--- src/rtl/reg_dump_pkg.sv ---
// Shared constants and FSM encoding for the register-file dump/load engine.
// Latency: n/a (types and constants only).
// Backpressure: n/a.
package reg_dump_pkg;

    localparam int DATA_W   = 8;
    localparam int ADDR_W   = 3;
    localparam int NUM_REGS = 8;

    typedef enum logic [2:0] {
        ST_IDLE,
        ST_DUMP_RD,
        ST_DUMP_WAIT,
        ST_LOAD,
        ST_DONE
    } state_t;

endpackage

--- src/rtl/reg_dump_csum.sv ---
// Running byte-sum of dumped register values, cleared at the start of each operation.
// Latency: sum reflects an add one cycle after add_en.
// Backpressure: none; the caller gates add_en.
module reg_dump_csum #(
    parameter int DATA_W = reg_dump_pkg::DATA_W
) (
    input  logic              clk,
    input  logic              reset,
    input  logic              clr,
    input  logic              add_en,
    input  logic [DATA_W-1:0] add_dat,
    output logic [DATA_W-1:0] sum
);

    always_ff @(posedge clk or negedge reset) begin
        if (!reset) begin
            sum <= '0;
        end else if (clr) begin
            sum <= '0;
        end else if (add_en) begin
            sum <= sum + add_dat;
        end
    end

endmodule

--- src/rtl/reg_dump_ctrl.sv ---
// Walks the register file: dumps every register onto a valid/ready stream or loads it from one.
// Latency: dump 2*NUM_REGS+1 cycles start-to-done (+2 with REG_DUMP_CSUM_EN), load NUM_REGS+1 at full rate.
// Backpressure: dump beats hold while dump_ready is low; load_ready is high for the whole LOAD state.
module reg_dump_ctrl #(
    parameter int DATA_W   = reg_dump_pkg::DATA_W,
    parameter int ADDR_W   = reg_dump_pkg::ADDR_W,
    parameter int NUM_REGS = reg_dump_pkg::NUM_REGS
) (
    input  logic              clk,
    input  logic              reset,
    input  logic              start,
    input  logic              mode,
    output logic [ADDR_W-1:0] rd_addr1,
    input  logic [DATA_W-1:0] rd_data1,
    output logic [ADDR_W-1:0] wr_addr,
    output logic [DATA_W-1:0] wr_data,
    output logic              wr_en,
    output logic [DATA_W-1:0] dump_data,
    output logic [ADDR_W-1:0] dump_addr,
    output logic              dump_last,
    output logic              dump_valid,
    input  logic              dump_ready,
    input  logic [DATA_W-1:0] load_data,
    input  logic              load_valid,
    output logic              load_ready,
    output logic              busy,
    output logic              done
);
    import reg_dump_pkg::*;

    localparam int CNT_W = ADDR_W + 1;
    localparam logic [CNT_W-1:0] LAST_IDX = CNT_W'(NUM_REGS - 1);

    state_t           state;
    logic [CNT_W-1:0] cnt;

    assign rd_addr1   = (state == ST_DUMP_RD) ? cnt[ADDR_W-1:0] : '0;
    assign load_ready = (state == ST_LOAD);
    assign busy       = (state != ST_IDLE);
    assign done       = (state == ST_DONE);

`ifdef REG_DUMP_CSUM_EN
    // The checksum beat reuses DUMP_RD with cnt one past the last register.
    localparam logic [CNT_W-1:0] CSUM_IDX = CNT_W'(NUM_REGS);

    logic [DATA_W-1:0] csum;
    logic              csum_clr;
    logic              csum_add;

    assign csum_clr = (state == ST_IDLE) && start;
    assign csum_add = (state == ST_DUMP_RD) && (cnt != CSUM_IDX);

    reg_dump_csum #(
        .DATA_W (DATA_W)
    ) u_csum (
        .clk     (clk),
        .reset   (reset),
        .clr     (csum_clr),
        .add_en  (csum_add),
        .add_dat (rd_data1),
        .sum     (csum)
    );
`endif

    always_ff @(posedge clk or negedge reset) begin
        if (!reset) begin
            state      <= ST_IDLE;
            cnt        <= '0;
            wr_addr    <= '0;
            wr_data    <= '0;
            wr_en      <= 1'b0;
            dump_data  <= '0;
            dump_addr  <= '0;
            dump_last  <= 1'b0;
            dump_valid <= 1'b0;
        end else begin
            wr_en <= 1'b0;
            case (state)
                ST_IDLE: begin
                    if (start) begin
                        cnt   <= '0;
                        state <= mode ? ST_LOAD : ST_DUMP_RD;
                    end
                end
                ST_DUMP_RD: begin
                    dump_valid <= 1'b1;
                    dump_data  <= rd_data1;
                    dump_addr  <= cnt[ADDR_W-1:0];
`ifdef REG_DUMP_CSUM_EN
                    dump_last  <= 1'b0;
                    if (cnt == CSUM_IDX) begin
                        dump_data <= csum;
                        dump_addr <= '0;
                        dump_last <= 1'b1;
                    end
`else
                    dump_last  <= (cnt == LAST_IDX);
`endif
                    state      <= ST_DUMP_WAIT;
                end
                ST_DUMP_WAIT: begin
                    if (dump_ready) begin
                        dump_valid <= 1'b0;
                        if (dump_last) begin
                            state <= ST_DONE;
                        end else begin
                            cnt   <= cnt + 1'b1;
                            state <= ST_DUMP_RD;
                        end
                    end
                end
                ST_LOAD: begin
                    if (load_valid) begin
                        wr_en   <= 1'b1;
                        wr_addr <= cnt[ADDR_W-1:0];
                        wr_data <= load_data;
                        cnt     <= cnt + 1'b1;
                        if (cnt == LAST_IDX) begin
                            state <= ST_DONE;
                        end
                    end
                end
                ST_DONE: begin
                    state <= ST_IDLE;
                end
                default: begin
                    state <= ST_IDLE;
                end
            endcase
        end
    end

endmodule
--- config.mk ---
export PLATFORM = sky130hd
export DESIGN_NAME = reg_dump_ctrl
export DESIGN_NICKNAME = d
export VERILOG_FILES = /design/src/rtl/reg_dump_pkg.sv /design/src/rtl/reg_dump_csum.sv /design/src/rtl/reg_dump_ctrl.sv
export SDC_FILE = /design/constraint.sdc
export NUM_CORES = 1
export LEC_CHECK = 0
export CAP_MARGIN = 20
export CORE_MARGIN = 1
export CORE_UTILIZATION = 40
export DETAILED_ROUTE_END_ITERATION = 10
export PLACE_DENSITY = 0.7
export SYNTH_ARGS = -nofsm -noshare
export SYNTH_HDL_FRONTEND = slang
export SYNTH_SLANG_ARGS = --single-unit
--- constraint.sdc ---
create_clock -name clk -period 2.2 [get_ports clk]
set_clock_uncertainty 0.2 [all_clocks]
set_input_delay 0.33 -clock clk [delete_from_list [all_inputs] [get_ports clk]]
set_output_delay 0.33 -clock clk [all_outputs]
set_load 0.1 [all_outputs]
# Yosys cells after proc, flatten, opt, wreduce, memory -nomap -nowiden
# Cells that the tools add are included.
[totals] register_bits=32 in_bits=22 output_inout_bits=31 elab_cells=45
[classes] n_addsub=1 n_eq_ne=10 muxes=17 reduce_logical=8
[ops] cell="$mux W3" n=6
[ops] cell="$mux W4" n=4
[ops] cell="$pmux W3 S4" n=1
[ops] cell="$pmux W4 S3" n=1
[ops] cell="$ne A2 B2 Y1 const B" n=4
[ops] cell="$eq A3 B2 Y1 const B" n=2
[ops] cell="$reduce_bool A3 Y1" n=2
[ops] cell="$reduce_and A5 Y1" n=1
[ops] cell="$add A4 B1 Y4 const B" n=1
[ops] cell="$eq A4 B3 Y1 const B" n=1
[ops] cell="$reduce_and A2 Y1" n=2
[ops] cell="$reduce_and A4 Y1" n=1
[ops] cell="$eq A3 B1 Y1 const B" n=1
[ops] cell="$eq A3 B3 Y1 const B" n=1
[ops] cell="$logic_not A3 Y1" n=1
[ops] cell="$mux W1" n=3
[ops] cell="$mux W2" n=1
[ops] cell="$ne A2 B1 Y1 const B" n=1
[ops] cell="$pmux W1 S2" n=1
[ops] cell="$reduce_bool A2 Y1" n=1

# Logic depth before layout (Yosys ltp)
[depth] word_depth=4 ltp_mapped=7 mapped_depth_nobuf=5

# Worst setup path before layout
# No wires, ideal clock.
[synth_timing] path_type="register to output" from="register state[0]" to="output port done" arrival_time_ns=2.943 required_ns=1.670 path_slack_ns=-1.273 path_stages_with_launch=4 cell_sequence="dfrtp_1 -> clkbuf_1 -> clkbuf_1 -> nor3b_1"
[synth_between] elab_chain_len=1
[synth_lines] item="from (decl)" line_no="reg_dump_ctrl.sv:34" source="state_t state;"
[synth_lines] item="from (signal assigned)" line_no="reg_dump_ctrl.sv:82" source="state <= mode ? ST_LOAD : ST_DUMP_RD;"
[synth_lines] item="$eq A3 B3 Y1" line_no="reg_dump_ctrl.sv:40" source="assign done = (state == ST_DONE);"
[synth_lines] item="to (decl)" line_no="reg_dump_ctrl.sv:27" source="output logic done"
# No other way between the ends.

# Worst setup path after layout
[layout_timing] from="register state[0]" to="output port busy"
[layout_between] elab_chain_len=1
[layout_lines] item="$reduce_bool A3 Y1" line_no="reg_dump_ctrl.sv:39" source="assign busy = (state != ST_IDLE);"
[layout_lines] item="to (decl)" line_no="reg_dump_ctrl.sv:26" source="output logic busy,"
# No other way between the ends.

==> results <==
- The biggest area contributor in the post-synthesis netlist is sky130_fd_sc_hd__dfrtp_1.
- In the final layout, the share of cells above drive strength 1 is 32.12%.
- Detailed routing inserted a total of 1169 vias.
- Clock latency on the worst-skew pair, taken at its later pin, is 0.34 ns.
- The height of the die is 61.74 um.
- Synthesis inferred 32 register bits.
- The number of global-route vias before repair was 1133.
- The Yosys step of the flow raised 0 warnings.
- Yosys mapped the design onto 30 distinct sky130hd cell types.
- The number of nets handed over by synthesis was 159.
- The routed design has 3.197 mm of wire.
- After synthesis, the largest area contributor takes up 56.09% of total cell area.
- After clock tree synthesis, the clock-pin slew on the worst setup and hold paths is 0.11 ns.
- The first detailed-routing pass took 4 iterations.
- At the worst endpoint, the required time is 1.67 ns.
- Setup violations remaining at the end of the flow were counted as 0.
- The min-delay analysis places its worst path in the category in2async.
- Dividing the final minimum period by the clock period gives 96.55%.
- The relative slew slack is 64.46%.
- The final period demand of the worst path is 2.124 ns.
- The ratio of routed vias to standard cells is 4.891.
- The region available for standard cell placement spans 3390 um2.
- The final-report hold violation count is 0.
- The die width is 61.74 um.
- The kind of start point of the critical path is a register.
- Synthesis produced a netlist whose cell count is 136.
- The initial utilization of the core area, before any placement, comes to 42.12%.
- The number of CTS-inserted buffers is 5.
- The worst register-to-register path has a depth of 5.
- The layout overhead on the synthesized area is 46.54%.
- TritonCTS built the clock tree.
- The initialized floorplan defines 21 standard-cell rows.
- The instance area after placement is 2008 um2.
- Cells fill 61.72% of the core in the end.
- With fillers left out, the area of the finished cells amounts to 2092 um2.
- Setup repair after global routing left no endpoint under its margin.
- In this run the remaining antenna-violating nets after routing total 0.
- The max-slew violation count came to 0.
- The actual slew at the worst max-slew pin is 0.5331 ns.
- The flow ran to the end, and the final reports show no timing, DRC or antenna violations.
- The H-tree was split into 2 levels.
- For this run, the register share of the synthesized area comes to 56.09%.
- The global-route total usage across every layer is 19.04%.
- After the first detailed-routing iteration, the DRC count stood at 33.
- The detailed placer's ending HPWL is 2.387 mm.
- The total congestion overflow is 0.
- By area the synthesized netlist is led by sky130_fd_sc_hd__dfrtp_1, sky130_fd_sc_hd__nand2_1, sky130_fd_sc_hd__mux2_2, sky130_fd_sc_hd__nor2_1, sky130_fd_sc_hd__a21oi_1.
- The critical path data arrival time is 1.59 ns.
- In this run the tool buffered the top-level ports with 52 buffer cells.
- The number of setup buffers added after CTS is 0.
- The net count of the finished layout is 215.
- Counting every sink on the clock net gives 32.
- 53 I/O pins were placed.
- The area of the die is 3812 um2.
- Each instance of the synthesized netlist takes up on average 10.50 um2.
- The pin count of the biggest net entering global routing is 33.
- The worst setup path is captured at an output pin.
- The maximum net fanout on the critical path is 17.
- The worst setup path is of the reg2out kind.
- 0 antenna diodes ended up in the layout.
- The first global-routing pass estimated 5.112 mm of wire.
- Derived from the worst setup path, the maximum achievable clock frequency is 0.4708 GHz.
- Dividing the detail-routed wire length by the instance count gives 13.38 um.
- The cell area that synthesis handed to floorplanning was 1428 um2.
- The max-capacitance violation count is 0.
- The weighted congestion at the end of routability-driven global placement is 0.8334.
- The initial antenna violation count is 0.
- The number of remaining DRC errors is 0.
- In this run the deepest clock path goes through 2 buffers.
- In this run the clock root is driven by a sky130_fd_sc_hd__clkbuf_4.
==> cell families (layout without fill, tap and decap cells) <==
logic type | Yosys count | in the layout | share of synthesized area (%)
AND/OR/NAND/NOR | 64 | 64 | 21.82
flip-flops | 32 | 32 | 56.09
AO/OA/AOI/OAI | 17 | 17 | 7.976
multiplexers | 13 | 13 | 10.17
buffers and inverters | 9 | 66 | 3.067
adder cells (fa/ha/maj) | 1 | 1 | 0.8763
==> repair_timing <==
action | in CTS | in global routing
hold buffers | 0 | 0
endpoints found under the hold margin | 0 | 0
gates resized for setup | 0 | 2
endpoints found under the setup margin | 0 | 4
==> per-stage QoR <==
| step | cells | worst slack (ns) | hold WS, ns | TNS [ns] |
|---|---|---|---|---|
| floorplan | 136 | -0.02234 | -0.1656 | -0.06702 |
| global placement | 231 | 0.1626 | 0.2617 | 0 |
| detailed placement | 231 | 0.1082 | 0.2713 | 0 |
| CTS | 239 | 0.01482 | 0.1910 | 0 |
| global route | 239 | 0.001827 | 0.1860 | 0 |
| finish | 239 | 0.07580 | 0.1795 | 0 |
==> critical path: stages (launching register included) <==
cell and delay [ns]:
sky130_fd_sc_hd__dfrtp_1 0.59, sky130_fd_sc_hd__or3_1 0.47, sky130_fd_sc_hd__buf_12 0.19
==> layout by cell type (no fill, tap or decap), types with 2 or more instances in the layout <==
cell type and count:
sky130_fd_sc_hd__inv_1 2, sky130_fd_sc_hd__nand3_1 3, sky130_fd_sc_hd__nand3b_1 3, sky130_fd_sc_hd__nand2_1 37
sky130_fd_sc_hd__a211o_1 2, sky130_fd_sc_hd__clkbuf_4 5, sky130_fd_sc_hd__nor2_1 6, sky130_fd_sc_hd__clkdlybuf4s50_1 21
sky130_fd_sc_hd__and2_1 2, sky130_fd_sc_hd__o21ai_0 5, sky130_fd_sc_hd__buf_12 6, sky130_fd_sc_hd__and3_1 4
sky130_fd_sc_hd__buf_4 29, sky130_fd_sc_hd__a21oi_1 5, sky130_fd_sc_hd__dfrtp_1 31, sky130_fd_sc_hd__mux2_2 12
==> cell type report <==
class,instances,area [um2]
clock inverters,3,42.54
multi-input cells,95,596.8
flip-flops and latches,32,802.0
well taps,46,57.56
fillers,290,1297
clock buffers,5,37.54
repair buffers,56,548.0
inverters,2,7.507
==> metal layers <==
| metal | track usage, % | routed length (um) | vias to the layer above |
|---|---|---|---|
| met5 | 0 | 0 | - |
| met4 | 6.984 | 46 | 0 |
| met3 | 8.075 | 190 | 6 |
| met2 | 32.57 | 1698 | 34 |
| met1 | 21.19 | 1262 | 555 |
| li1 | - | - | 574 |
==> sequential cells by signal, summed over array words and instances (netlist names) <==
register and flops:
dump_data 8, wr_data 8, cnt 4, dump_addr 3, state 3, wr_addr 3
dump_last 1, dump_valid 1, wr_en 1
==> cell usage after synthesis <==
cell / n
sky130_fd_sc_hd__buf_4: 2
sky130_fd_sc_hd__a31oi_1: 1
sky130_fd_sc_hd__o21ai_0: 5
sky130_fd_sc_hd__o2bb2ai_1: 1
sky130_fd_sc_hd__ha_1: 1
sky130_fd_sc_hd__and3_1: 4
sky130_fd_sc_hd__dfrtp_1: 32
sky130_fd_sc_hd__nand2_1: 37
sky130_fd_sc_hd__a2111oi_2: 1
sky130_fd_sc_hd__mux2i_1: 1
sky130_fd_sc_hd__nor3b_1: 1
sky130_fd_sc_hd__nand2b_4: 1
sky130_fd_sc_hd__o2111ai_1: 1
sky130_fd_sc_hd__mux2_2: 12
sky130_fd_sc_hd__nand3_1: 3
sky130_fd_sc_hd__and3b_1: 1
sky130_fd_sc_hd__inv_1: 2
sky130_fd_sc_hd__a211o_1: 2
sky130_fd_sc_hd__or3_1: 1
sky130_fd_sc_hd__and2_1: 2
sky130_fd_sc_hd__a21oi_1: 5
sky130_fd_sc_hd__a211oi_1: 1
sky130_fd_sc_hd__nor2b_4: 1
sky130_fd_sc_hd__clkbuf_1: 3
sky130_fd_sc_hd__nand3_2: 1
sky130_fd_sc_hd__nand2b_1: 1
sky130_fd_sc_hd__nand3b_1: 3
sky130_fd_sc_hd__buf_2: 2
sky130_fd_sc_hd__nor2_1: 7
sky130_fd_sc_hd__nor3_1: 1
==> path summary, 6_finish.rpt <==
path	startpoint	slack (ns)	endpoint
max in group asynchronous	reset	1.32	state[1]
max	state[0]	0.08	busy
min reg2reg	wr_addr[0]	0.29	wr_addr[0]
min in group clk	wr_addr[0]	0.29	wr_addr[0]
min	reset	0.18	dump_addr[0]
max reg2reg	state[1]	0.29	cnt[3]
Power is not shown: default switching activity piles up to over one toggle a cycle in this logic, so the estimate is an artifact.
